--- config.mk ---
export PLATFORM = sky130hd
export DESIGN_NAME = div_engine_flat
export DESIGN_NICKNAME = d
export VERILOG_FILES = /design/src/rtl/div_engine_if.sv /design/src/rtl/div_engine.sv /design/src/flat_wrapper.sv
export SDC_FILE = /design/constraint.sdc
export NUM_CORES = 1
export LEC_CHECK = 0
export ABC_AREA = 0
export CORE_MARGIN = 5
export CORE_UTILIZATION = 62
export CTS_CLUSTER_SIZE = 12
export DETAILED_ROUTE_END_ITERATION = 10
export GPL_TIMING_DRIVEN = 1
export HOLD_SLACK_MARGIN = 0.12
export PLACE_DENSITY = 0.87
export REMOVE_ABC_BUFFERS = 1
export SLEW_MARGIN = 15
export SYNTH_ARGS = -nofsm -noshare
export SYNTH_HDL_FRONTEND = slang
export SYNTH_SLANG_ARGS = --single-unit
--- constraint.sdc ---
create_clock -name clk -period 9.32 [get_ports clk]
set_input_delay 1.864 -clock clk [delete_from_list [all_inputs] [get_ports clk]]
set_output_delay 1.864 -clock clk [all_outputs]
set_load 0.1 [all_outputs]
--- src/rtl/div_engine_if.sv ---
// Request/response bundle between the execute-stage control and the divider.
// The slave side is the divider; the master side is the controller.
interface div_engine_if #(parameter int WIDTH = 32);
  logic             start_i;
  logic             signed_i;
  logic             annul_i;
  logic             stall_i;
  logic [WIDTH-1:0] a_i;
  logic [WIDTH-1:0] b_i;
  logic             busy_o;
  logic             ready_o;
  logic [WIDTH-1:0] quot_o;
  logic [WIDTH-1:0] rem_o;

  modport slave (
    input  start_i, signed_i, annul_i, stall_i, a_i, b_i,
    output busy_o, ready_o, quot_o, rem_o
  );

  modport master (
    output start_i, signed_i, annul_i, stall_i, a_i, b_i,
    input  busy_o, ready_o, quot_o, rem_o
  );
endinterface

--- src/rtl/div_engine.sv ---
// Multi-cycle radix-2 restoring divider for the execute stage.
// It divides magnitudes, applies the sign fixup on the last step and holds results until the next divide.
module div_engine #(
  parameter int WIDTH = 32
) (
  input  logic          clk,
  input  logic          rst,
  div_engine_if.slave   bus
);
  typedef enum logic [1:0] {IDLE, RUN, DONE} state_t;

  state_t           state, stateNext;
  logic [5:0]       cnt;
  logic [WIDTH-1:0] remR, quoR, divR;
  logic             negQ, negR;
  logic [WIDTH-1:0] quotR, remOutR;
  logic             readyR;

  logic             accept, lastIter, divZero;
  logic [WIDTH-1:0] aMag, bMag, remStep, quoStep;
  logic [WIDTH:0]   shifted, diff;

  assign accept   = (state == IDLE) & bus.start_i & ~bus.annul_i;
  assign divZero  = (bus.b_i == '0);
  assign aMag     = (bus.signed_i && bus.a_i[WIDTH-1]) ? -bus.a_i : bus.a_i;
  assign bMag     = (bus.signed_i && bus.b_i[WIDTH-1]) ? -bus.b_i : bus.b_i;

  // The dividend shifts out of quoR's top while quotient bits shift in at bit 0.
  assign shifted  = {remR, quoR[WIDTH-1]};
  assign diff     = shifted - {1'b0, divR};
  assign remStep  = diff[WIDTH] ? shifted[WIDTH-1:0] : diff[WIDTH-1:0];
  assign quoStep  = {quoR[WIDTH-2:0], ~diff[WIDTH]};
  assign lastIter = (cnt == 6'(WIDTH-1));

  always_comb begin
    stateNext = state;
    case (state)
      IDLE:    if (accept) stateNext = divZero ? DONE : RUN;
      RUN:     if (bus.annul_i) stateNext = IDLE;
               else if (lastIter) stateNext = DONE;
      DONE:    if (bus.annul_i || !bus.stall_i) stateNext = IDLE;
      default: stateNext = IDLE;
    endcase
  end

  always_ff @(posedge clk or negedge rst) begin
    if (!rst) begin
      state   <= IDLE;
      cnt     <= '0;
      remR    <= '0;
      quoR    <= '0;
      divR    <= '0;
      negQ    <= 1'b0;
      negR    <= 1'b0;
      quotR   <= '0;
      remOutR <= '0;
      readyR  <= 1'b0;
    end else begin
      state  <= stateNext;
      readyR <= (stateNext == DONE);
      if (accept) begin
        remR <= '0;
        quoR <= aMag;
        divR <= bMag;
        negQ <= bus.signed_i & (bus.a_i[WIDTH-1] ^ bus.b_i[WIDTH-1]);
        negR <= bus.signed_i & bus.a_i[WIDTH-1];
        cnt  <= '0;
        if (divZero) begin
          quotR   <= '0;
          remOutR <= '0;
        end
      end else if (state == RUN && !bus.annul_i) begin
        remR <= remStep;
        quoR <= quoStep;
        cnt  <= cnt + 6'd1;
        // Remainder takes the dividend's sign so that a == q*b + r holds.
        if (lastIter) begin
          quotR   <= negQ ? -quoStep : quoStep;
          remOutR <= negR ? -remStep : remStep;
        end
      end
    end
  end

  assign bus.busy_o  = rst & (accept | (state == RUN));
  assign bus.ready_o = readyR;
  assign bus.quot_o  = quotR;
  assign bus.rem_o   = remOutR;
endmodule
--- src/flat_wrapper.sv ---
// flat-port wrapper written by rule: the top's interface ports become plain ports
module div_engine_flat 
#(
  parameter int WIDTH = 32
)
  (clk, rst, bus_start_i, bus_signed_i, bus_annul_i, bus_stall_i, bus_a_i, bus_b_i, bus_busy_o, bus_ready_o, bus_quot_o, bus_rem_o);
  div_engine_if #(.WIDTH(WIDTH)) bus_i ();
  input  logic clk;
  input  logic rst;
  input wire logic [$bits(bus_i.start_i)-1:0] bus_start_i;
  input wire logic [$bits(bus_i.signed_i)-1:0] bus_signed_i;
  input wire logic [$bits(bus_i.annul_i)-1:0] bus_annul_i;
  input wire logic [$bits(bus_i.stall_i)-1:0] bus_stall_i;
  input wire logic [$bits(bus_i.a_i)-1:0] bus_a_i;
  input wire logic [$bits(bus_i.b_i)-1:0] bus_b_i;
  output wire logic [$bits(bus_i.busy_o)-1:0] bus_busy_o;
  output wire logic [$bits(bus_i.ready_o)-1:0] bus_ready_o;
  output wire logic [$bits(bus_i.quot_o)-1:0] bus_quot_o;
  output wire logic [$bits(bus_i.rem_o)-1:0] bus_rem_o;
  assign bus_i.start_i = bus_start_i;
  assign bus_i.signed_i = bus_signed_i;
  assign bus_i.annul_i = bus_annul_i;
  assign bus_i.stall_i = bus_stall_i;
  assign bus_i.a_i = bus_a_i;
  assign bus_i.b_i = bus_b_i;
  assign bus_busy_o = bus_i.busy_o;
  assign bus_ready_o = bus_i.ready_o;
  assign bus_quot_o = bus_i.quot_o;
  assign bus_rem_o = bus_i.rem_o;
  div_engine #(.WIDTH(WIDTH)) u_core (.clk(clk), .rst(rst), .bus(bus_i));
endmodule
After elaboration in Yosys (flattened, before gate mapping):

Index checks and enable logic that the tools add are counted.

* $lt $le $gt $ge: 0
* shift-type cells: 0
* eq/ne operators: 5
* reduce and logical (&&, ||, !) cells: 11
* div/mod/pow operators: 0
* bitwise logic cells: 9
* $mul: 0
* $add $sub $neg: 6
* multiplexer cells: 24

Operators by type and width (count)
* $mux 32: 16
* $neg 32->32: 4
* $sub 33x32->33: 1
* $logic_not 32->1: 1
* $mux 6: 2
* $mux 2: 5
* $add 6x1->6 const B: 1
* $eq 6x5->1 const B: 1
* $pmux 2 s3: 1
* $and 1x1->1: 5
* $eq 2x2->1 const B: 2
* $reduce_bool 2->1: 2
* $logic_and 1x1->1: 3
* $reduce_and 3->1: 1
* $eq 2x1->1 const B: 1
* $logic_not 1->1: 2
* $logic_not 2->1: 1
* $ne 2x2->1 const B: 1
* $not 1->1: 2
* $logic_or 1x1->1: 1
* $or 1x1->1: 1
* $xor 1x1->1: 1

* bits in writable memories: 0
* ROM bits: 0
* latch bits: 0
* logic and storage cells: 65
* memories kept: 0
* register bits after elaboration: 171
* bits of input ports: 70

Longest topological paths before layout:

Gate-level depths: netlist (run 1).

* depth after elaboration: 7
* depth in mapped cells: 24

Worst setup path after synthesis (run 1):

Ideal clock, no wire load.

* path kind: input-to-output
* start: input port bus_annul_i
* end: output port bus_busy_o
* slack: 3.957 ns
* buffers on the path: 2
* arrival time: 3.499 ns
* required time: 7.456 ns
* stages on the path: 4
* path through: nor4b_1 > clkbuf_1 > clkbuf_1 > o21a_1

* longest elaborated chain between the ends: 4

RTL lines
* start: declaration: RTL line flat_wrapper.sv:12 `input wire logic [$bits(bus_i.annul_i)-1:0] bus_annul_i;`
* $not 1->1: RTL line div_engine.sv:23 `assign accept = (state == IDLE) & bus.start_i & ~bus.annul_i;`
* $and 1x1->1: RTL line div_engine.sv:23
* $or 1x1->1: RTL line div_engine.sv:85 `assign bus.busy_o = rst & (accept | (state == RUN));`
* $and 1x1->1: RTL line div_engine.sv:85
* end: declaration: RTL line flat_wrapper.sv:16 `output wire logic [$bits(bus_i.busy_o)-1:0] bus_busy_o;`

No other way between the ends.

Worst setup path after layout (run 1):

Ends and elaborated chain as after synthesis.

==> flow_metrics.tcl, run 1 <==
set metrics [dict create \
    status "complete, no violations" \
    worstSetupStartpointType "input pin" \
    routed_wirelength_um 33500 \
    synth-main-ff-cell "dfrtp_1" \
    cts-htree-levels 4 \
    dieArea_um2 21600 \
    antenna_cells 0 \
    worstSetupStartpoint "bus_annul_i" \
    tritoncts "built" \
    antenna_found_initial 0 \
    place.gp.congestion 0.983 \
    synth_top_family_by_area "compound AO/OA/AOI/OAI gates" \
    hp-start "u_core.bus.rem_o[9]$_DFFE_PN0P_" \
    synth-seq-cells 171 \
    syn-cell-area_um2 11700 \
    finClkSkew_ns 0.0112 \
    coreArea_um2 18600 \
    post_cts_resized 0 \
    holdCritPathClass "reg2reg" \
    hold-path-cell-count 2 \
    post_cts_buffers 0 \
    synth_mux_area_share_pct 2.32 \
    clkPwrFrac_pct 16.3 \
    cap_violations 0 \
    path_delay_family "buffers and inverters" \
    combPwrFrac_pct 59.5 \
    synth_compound_area_share_pct 22.3 \
    sw_frac_of_total_pct 49.1 \
    num-fill-cells 1443 \
    post-dp-hpwl_um 24300 \
    final_common_cell "nand2_1" \
    clkSlewWorstSetupHoldPaths_ns 0.06 \
    first_pass_iters 5 \
    cts-root-buf "clkbuf_16" \
    criticalPathCategory "in2out" \
    required_ns 7.46 \
    hold_viol 0 \
    ctsHoldBuffers 0 \
    fin_crit_sh_pct 65.9 \
    r2r_slack_ns 3.44 \
    rr_startpoint "u_core.quoR[31]$_DFFE_PN0P_" \
    synth_area_leaders "dfrtp_1 37%, nand2_1 8.3%, o21ai_0 6.9%, xnor2_1 6.0%, xor2_1 5.3%" \
    p_leak_nw 5.86 \
    fin_crit_ns 6.15 \
    synth_cell_types 71 \
    grt_max_degree 123 \
    drt_iter0_markers 913 \
    ys_warn_count 0 \
    viasPerCell 6.25 \
    synth_xor_area_share_pct 11.3 \
    via_count 11000 \
    io_buffers 135 \
    rr_endpoint "u_core.bus.rem_o[30]$_DFFE_PN0P_" \
    internal_power_mw 2.21 \
    start_util_pct 62.8 \
    critical_path_peak_fanout 29 \
    rsz0062_at_grt "false" \
    fp-row-count 50 \
    grt_overflow_total 0 \
    yosysTopAreaCellShare_pct 36.7 \
    reg2regPathDepth 20 \
    cpMostUsedCell "clkdlybuf4s50_1" \
    fin_util_pct 73.9 \
    cp_slowest_cell "clkdlybuf4s50_1" \
    irDropWorstVdd_mv 0.201 \
    grt.total_usage_pct 31.1 \
    synthArstFlopShare_pct 100 \
    drc 0 \
    cts.sinks 171 \
    slowest_delay_ns 1.12 \
    min_to "u_core.bus.rem_o[9]$_DFFE_PN0P_" \
    antenna_left 0 \
    switchingPower_mw 2.13 \
    dieHeight_um 147 \
    synth-edff-count 0 \
    synthToLayoutAreaGrowth_pct 17.7 \
    slew_violations 0 \
    path_buf_inv 3 \
    ys_seq_area_share_pct 36.7 \
    p_total_mw 4.35 \
    path_cells "clkdlybuf4s50_1 > nor4b_2 > buf_4 > o21a_1 > clkdlybuf4s50_1" \
    power_density_nw_per_um2 317 \
    insertion_delay_ns 0.44 \
    cts_made_buffers 17 \
    avgSynthCellArea_um2 8.22 \
    endpoint_kind "output port" \
    nets 1620 \
    dp.cells 1727 \
    fmax_mhz 163 \
    tightest_slew_ns 1.10 \
    fin_cells 1759 \
    synth_fa_ha_area_share_pct 4.14 \
    avgRoutedWirePerCell_um 19.1 \
    pin_count 136 \
    mostFrequentLayoutCells "257 x nand2_1, 171 x dfrtp_1, 160 x o21ai_0" \
    synth.largest_area_cell "dfrtp_1" \
    grt_pass1_wl_um 55100 \
    setup_tns_ns 0 \
    cts_max_path_buffers 2 \
    slew_headroom_pct 26.3 \
    seqPwrFrac_pct 24.2 \
    arrival_ns 4.28 \
    die_x_um 147 \
    synthSimpleGateAreaFrac_pct 19.1 \
    finalSetupViolations 0 \
    synthCells 1418 \
    grt_pass1_vias 10700 \
    drive_gt1_share_pct 4.52 \
]
worst max path at each step:
stage / endpoint / slack [ns] / cells after the start
2_1_floorplan: u_core.bus.quot_o[13]$_DFFE_PN0P_ / 2.31 / 3
3_3_place_gp: bus_busy_o / 3.24 / 5
3_5_place_dp: bus_busy_o / 3.17 / 5
4_1_cts: bus_busy_o / 3.17 / 5
5_1_grt: bus_busy_o / 3.08 / 5
6_report: bus_busy_o / 3.17 / 5
cell type report:
class | instances | area (um2) | area share, %
sequential | 171 | 4280 | 31.2
clock buffer | 19 | 443 | 3.23
multi-input combinational | 1121 | 6930 | 50.5
timing repair buffer | 147 | 1440 | 10.5
tap | 234 | 293 | 2.13
inverter | 54 | 205 | 1.50
clock inverter | 13 | 131 | 0.957
kinds of logic (layout without fill, tap and decap cells):
kind of cell / after synthesis / in the layout
AOI/OAI and AO/OA: 405 / 405
adders and majority gates: 38 / 38
muxes: 27 / 27
buffers and inverters: 126 / 233
and+or+nand+nor: 501 / 501
xor gates and xnor gates: 150 / 150
DFF: 171 / 171
state kept, by name, summed over array words and instances (netlist names):
register,flops
u_core.bus.rem_o,32
u_core.bus.quot_o,32
u_core.remR,32
u_core.quoR,32
u_core.cnt,6
u_core.negQ,1
u_core.negR,1
u_core.bus.ready_o,1
u_core.state,2
u_core.divR,32
power groups by stage:
stage	registers (mW)	logic [mW]	clock network, mW
detailed placement	1.06	2.53	0
floorplan	1.01	1.92	0
global route	1.07	2.84	0.748
CTS	1.05	2.54	0.709
global placement	1.05	2.48	0
finish	1.05	2.58	0.708
per-layer routing:
| layer | vias to the layer above | global-route usage (%) | part of all wire, % |
|---|---|---|---|
| met4 | 0 | 11.2 | 2.8 |
| met2 | 456 | 48.5 | 46 |
| li1 | 5198 | - | - |
| met3 | 66 | 5.52 | 7.6 |
| met1 | 5279 | 43.8 | 44 |
| met5 | - | 0 | 0 |
stage by stage:
step	hold slack, ns	worst slack, ns	instance area [um2]
after floorplan	0.450	2.31	11400
after global placement	0.461	3.24	13100
after detailed placement	0.469	3.17	13100
after CTS	0.484	3.17	13700
after global routing	0.499	3.08	13700
final	0.475	3.17	13700
synth_stat cells (9+ instances only):
master,instances
or4_1,13
a22o_1,23
o21ai_0,160
a31oi_1,40
dfrtp_1,171
a21oi_1,75
nor2_1,113
o41ai_1,10
inv_1,53
xor2_1,70
nand2b_1,10
nor4_1,18
nor3_1,22
mux2i_1,27
ha_1,37
xnor2_1,80
clkbuf_1,56
and2_1,9
or3_1,9
buf_1,10
o31ai_1,28
nand2_1,257
nand3_1,10
a21o_1,11
worst reg2reg max path, stage by stage, from the launching register on:
cell and delay [ns]:
dfrtp_1 0.40, inv_1 0.10, ha_1 0.18, inv_1 0.07, fa_1 0.43, a211oi_2 0.31, o31ai_4 0.15, o211ai_4 0.27
a2111oi_4 0.13, o21a_2 0.30, nor2_8 0.71, inv_4 0.35, mux2i_1 0.36, ha_1 0.29, nand2_1 0.09, nor4_1 0.37
a41o_1 0.34, nand3_2 0.18, o41ai_2 0.41, xnor2_1 0.12, a22o_1 0.21
(Power assumes the default switching activity.)
==> run 2, diff against run 1 <==
--- a/config.mk
+++ b/config.mk
@@ -7,12 +7,12 @@
 export LEC_CHECK = 0
 export ABC_AREA = 0
 export CORE_MARGIN = 5
-export CORE_UTILIZATION = 62
+export CORE_UTILIZATION = 57
 export CTS_CLUSTER_SIZE = 12
 export DETAILED_ROUTE_END_ITERATION = 10
 export GPL_TIMING_DRIVEN = 1
 export HOLD_SLACK_MARGIN = 0.12
-export PLACE_DENSITY = 0.87
+export PLACE_DENSITY = 0.81
 export REMOVE_ABC_BUFFERS = 1
 export SLEW_MARGIN = 15
 export SYNTH_ARGS = -nofsm -noshare
==> constraint.sdc (replaced) <==
create_clock -name clk -period 6.3 [get_ports clk]
set_input_delay 1.26 -clock clk [delete_from_list [all_inputs] [get_ports clk]]
set_output_delay 1.26 -clock clk [all_outputs]
set_load 0.1 [all_outputs]
==> flow_metrics.tcl, run 2 (synthesis results as in run 1) <==
set metrics [dict create \
    cap_violations 0 \
    grt_pass1_wl_um 54300 \
    nets 1622 \
    grt.total_usage_pct 28.2 \
    rr_endpoint "u_core.bus.quot_o[28]$_DFFE_PN0P_" \
    fin_crit_sh_pct 83.2 \
    hp-start "u_core.bus.rem_o[22]$_DFFE_PN0P_" \
    whs_ns 0.479 \
    cts_made_buffers 17 \
    setup_tns_ns 0 \
    required_ns 6.61 \
    finClkSkew_ns 0.0129 \
    fp-row-count 52 \
    placed_area_um2 13200 \
    via_count 10900 \
    status "complete, no violations" \
    io_buffers 135 \
    mostFrequentLayoutCells "257 x nand2_1, 170 x dfrtp_1, 160 x o21ai_0" \
    hold-path-cell-count 2 \
    antenna_found_initial 0 \
    avgRoutedWirePerCell_um 18.5 \
    hold_viol 0 \
    antenna_cells 0 \
    cts-root-buf "clkbuf_16" \
    tritoncts "built" \
    p_leak_nw 5.89 \
    first_pass_iters 5 \
    clkSlewWorstSetupHoldPaths_ns 0.07 \
    cts.sinks 171 \
    power_density_nw_per_um2 473 \
    fin_util_pct 68.6 \
    rr_startpoint "u_core.quoR[31]$_DFFE_PN0P_" \
    antenna_left 0 \
    fmax_mhz 191 \
    coreArea_um2 20200 \
    grt_pass1_vias 10500 \
    drt-met1-wl_um 15200 \
    dp.cells 1765 \
    drt_iter0_markers 788 \
    cts-htree-levels 4 \
    insertion_delay_ns 0.44 \
    fin_crit_ns 5.24 \
    final_common_cell "nand2_1" \
    min_to "u_core.bus.rem_o[22]$_DFFE_PN0P_" \
    critical_path_peak_fanout 15 \
    route.met2.wl_um 15200 \
    grt_max_degree 123 \
    rsz0062_at_grt "false" \
    pin_count 136 \
    p_total_mw 6.53 \
    dieHeight_um 153 \
    drive_gt1_share_pct 4.78 \
    post-dp-hpwl_um 24200 \
    die_x_um 153 \
    criticalPathCategory "reg2reg" \
    worst_slack_ns 1.06 \
    arrival_ns 5.55 \
    worstSetupStartpointType "flip-flop" \
    endpoint_kind "flip-flop" \
    routed_wirelength_um 33200 \
    fin_cells 1797 \
    tightest_slew_ns 1.12 \
    dieArea_um2 23400 \
    r2r_slack_ns 1.06 \
    place.gp.congestion 0.932 \
    slew_headroom_pct 25.0 \
    viasPerCell 6.06 \
    post_cts_buffers 0 \
    slew_violations 0 \
    route.met3.wl_um 2270 \
    irDropWorstVdd_mv 0.335 \
    grt_overflow_total 0 \
    cts_max_path_buffers 2 \
    post_cts_resized 0 \
    finalSetupViolations 0 \
    holdCritPathClass "reg2reg" \
    ctsHoldBuffers 0 \
    pre_cts_ws_ns 1.14 \
    start_util_pct 57.8 \
    synthToLayoutAreaGrowth_pct 18.6 \
    drc 0 \
    final_cell_area_um2 13800 \
    reg2regPathDepth 19 \
    routed.top_layer "met4" \
]
## run 2: worst max-delay path by stage
| stage | slack (ns) | from | cells past startpoint | endpoint |
|---|---|---|---|---|
| 2_1_floorplan | -0.10 | bus_annul_i | 3 | u_core.bus.quot_o[13]$_DFFE_PN0P_ |
| 3_3_place_gp | 1.39 | u_core.quoR[31]$_DFFE_PN0P_ | 19 | u_core.bus.quot_o[28]$_DFFE_PN0P_ |
| 3_5_place_dp | 1.14 | u_core.quoR[31]$_DFFE_PN0P_ | 19 | u_core.bus.quot_o[28]$_DFFE_PN0P_ |
| 4_1_cts | 1.11 | u_core.quoR[31]$_DFFE_PN0P_ | 19 | u_core.bus.quot_o[28]$_DFFE_PN0P_ |
| 5_1_grt | 0.69 | u_core.quoR[31]$_DFFE_PN0P_ | 19 | u_core.bus.quot_o[28]$_DFFE_PN0P_ |
| 6_report | 1.06 | u_core.quoR[31]$_DFFE_PN0P_ | 19 | u_core.bus.quot_o[28]$_DFFE_PN0P_ |
## run 2: power by group
part / leakage [nW] / switching [mW] / internal [mW] / total, mW
clock: 0.302 / 0.482 / 0.644 / 1.13
sequential: 2.24 / 0.267 / 1.29 / 1.56
combinational: 3.35 / 2.42 / 1.43 / 3.85
## run 2: final cells by class
type                            count  area (um2)
Clock buffer                       18         439
Fill cell                        1691        6340
Tap cell                          270         338
Timing Repair Buffer              149        1460
Clock inverter                     14         181
Inverter                           54         205
Multi-Input combinational cell   1121        6930
Sequential cell                   171        4280
## run 2: worst max-delay path, cell delays in order, from the launching register on
cell       delay (ns)
dfrtp_1          0.41
inv_1            0.08
ha_1             0.16
inv_1            0.07
fa_1             0.41
a211oi_2         0.30
o31ai_4          0.15
o211ai_4         0.26
a2111oi_4        0.13
nor3_2           0.61
nor2_8           0.04
inv_4            0.17
ha_1             0.19
nand2b_1         0.11
or3_1            0.45
or4_1            0.63
or2_2            0.37
o31ai_1          0.26
xor2_1           0.18
o21ai_0          0.09
## run 2: metal layers
layer  vias up  GRT usage, %
li1       5197             -
met1      5203          40.7
met2       438          45.0
met3        43          4.16
met4         0          7.42
met5         -             0
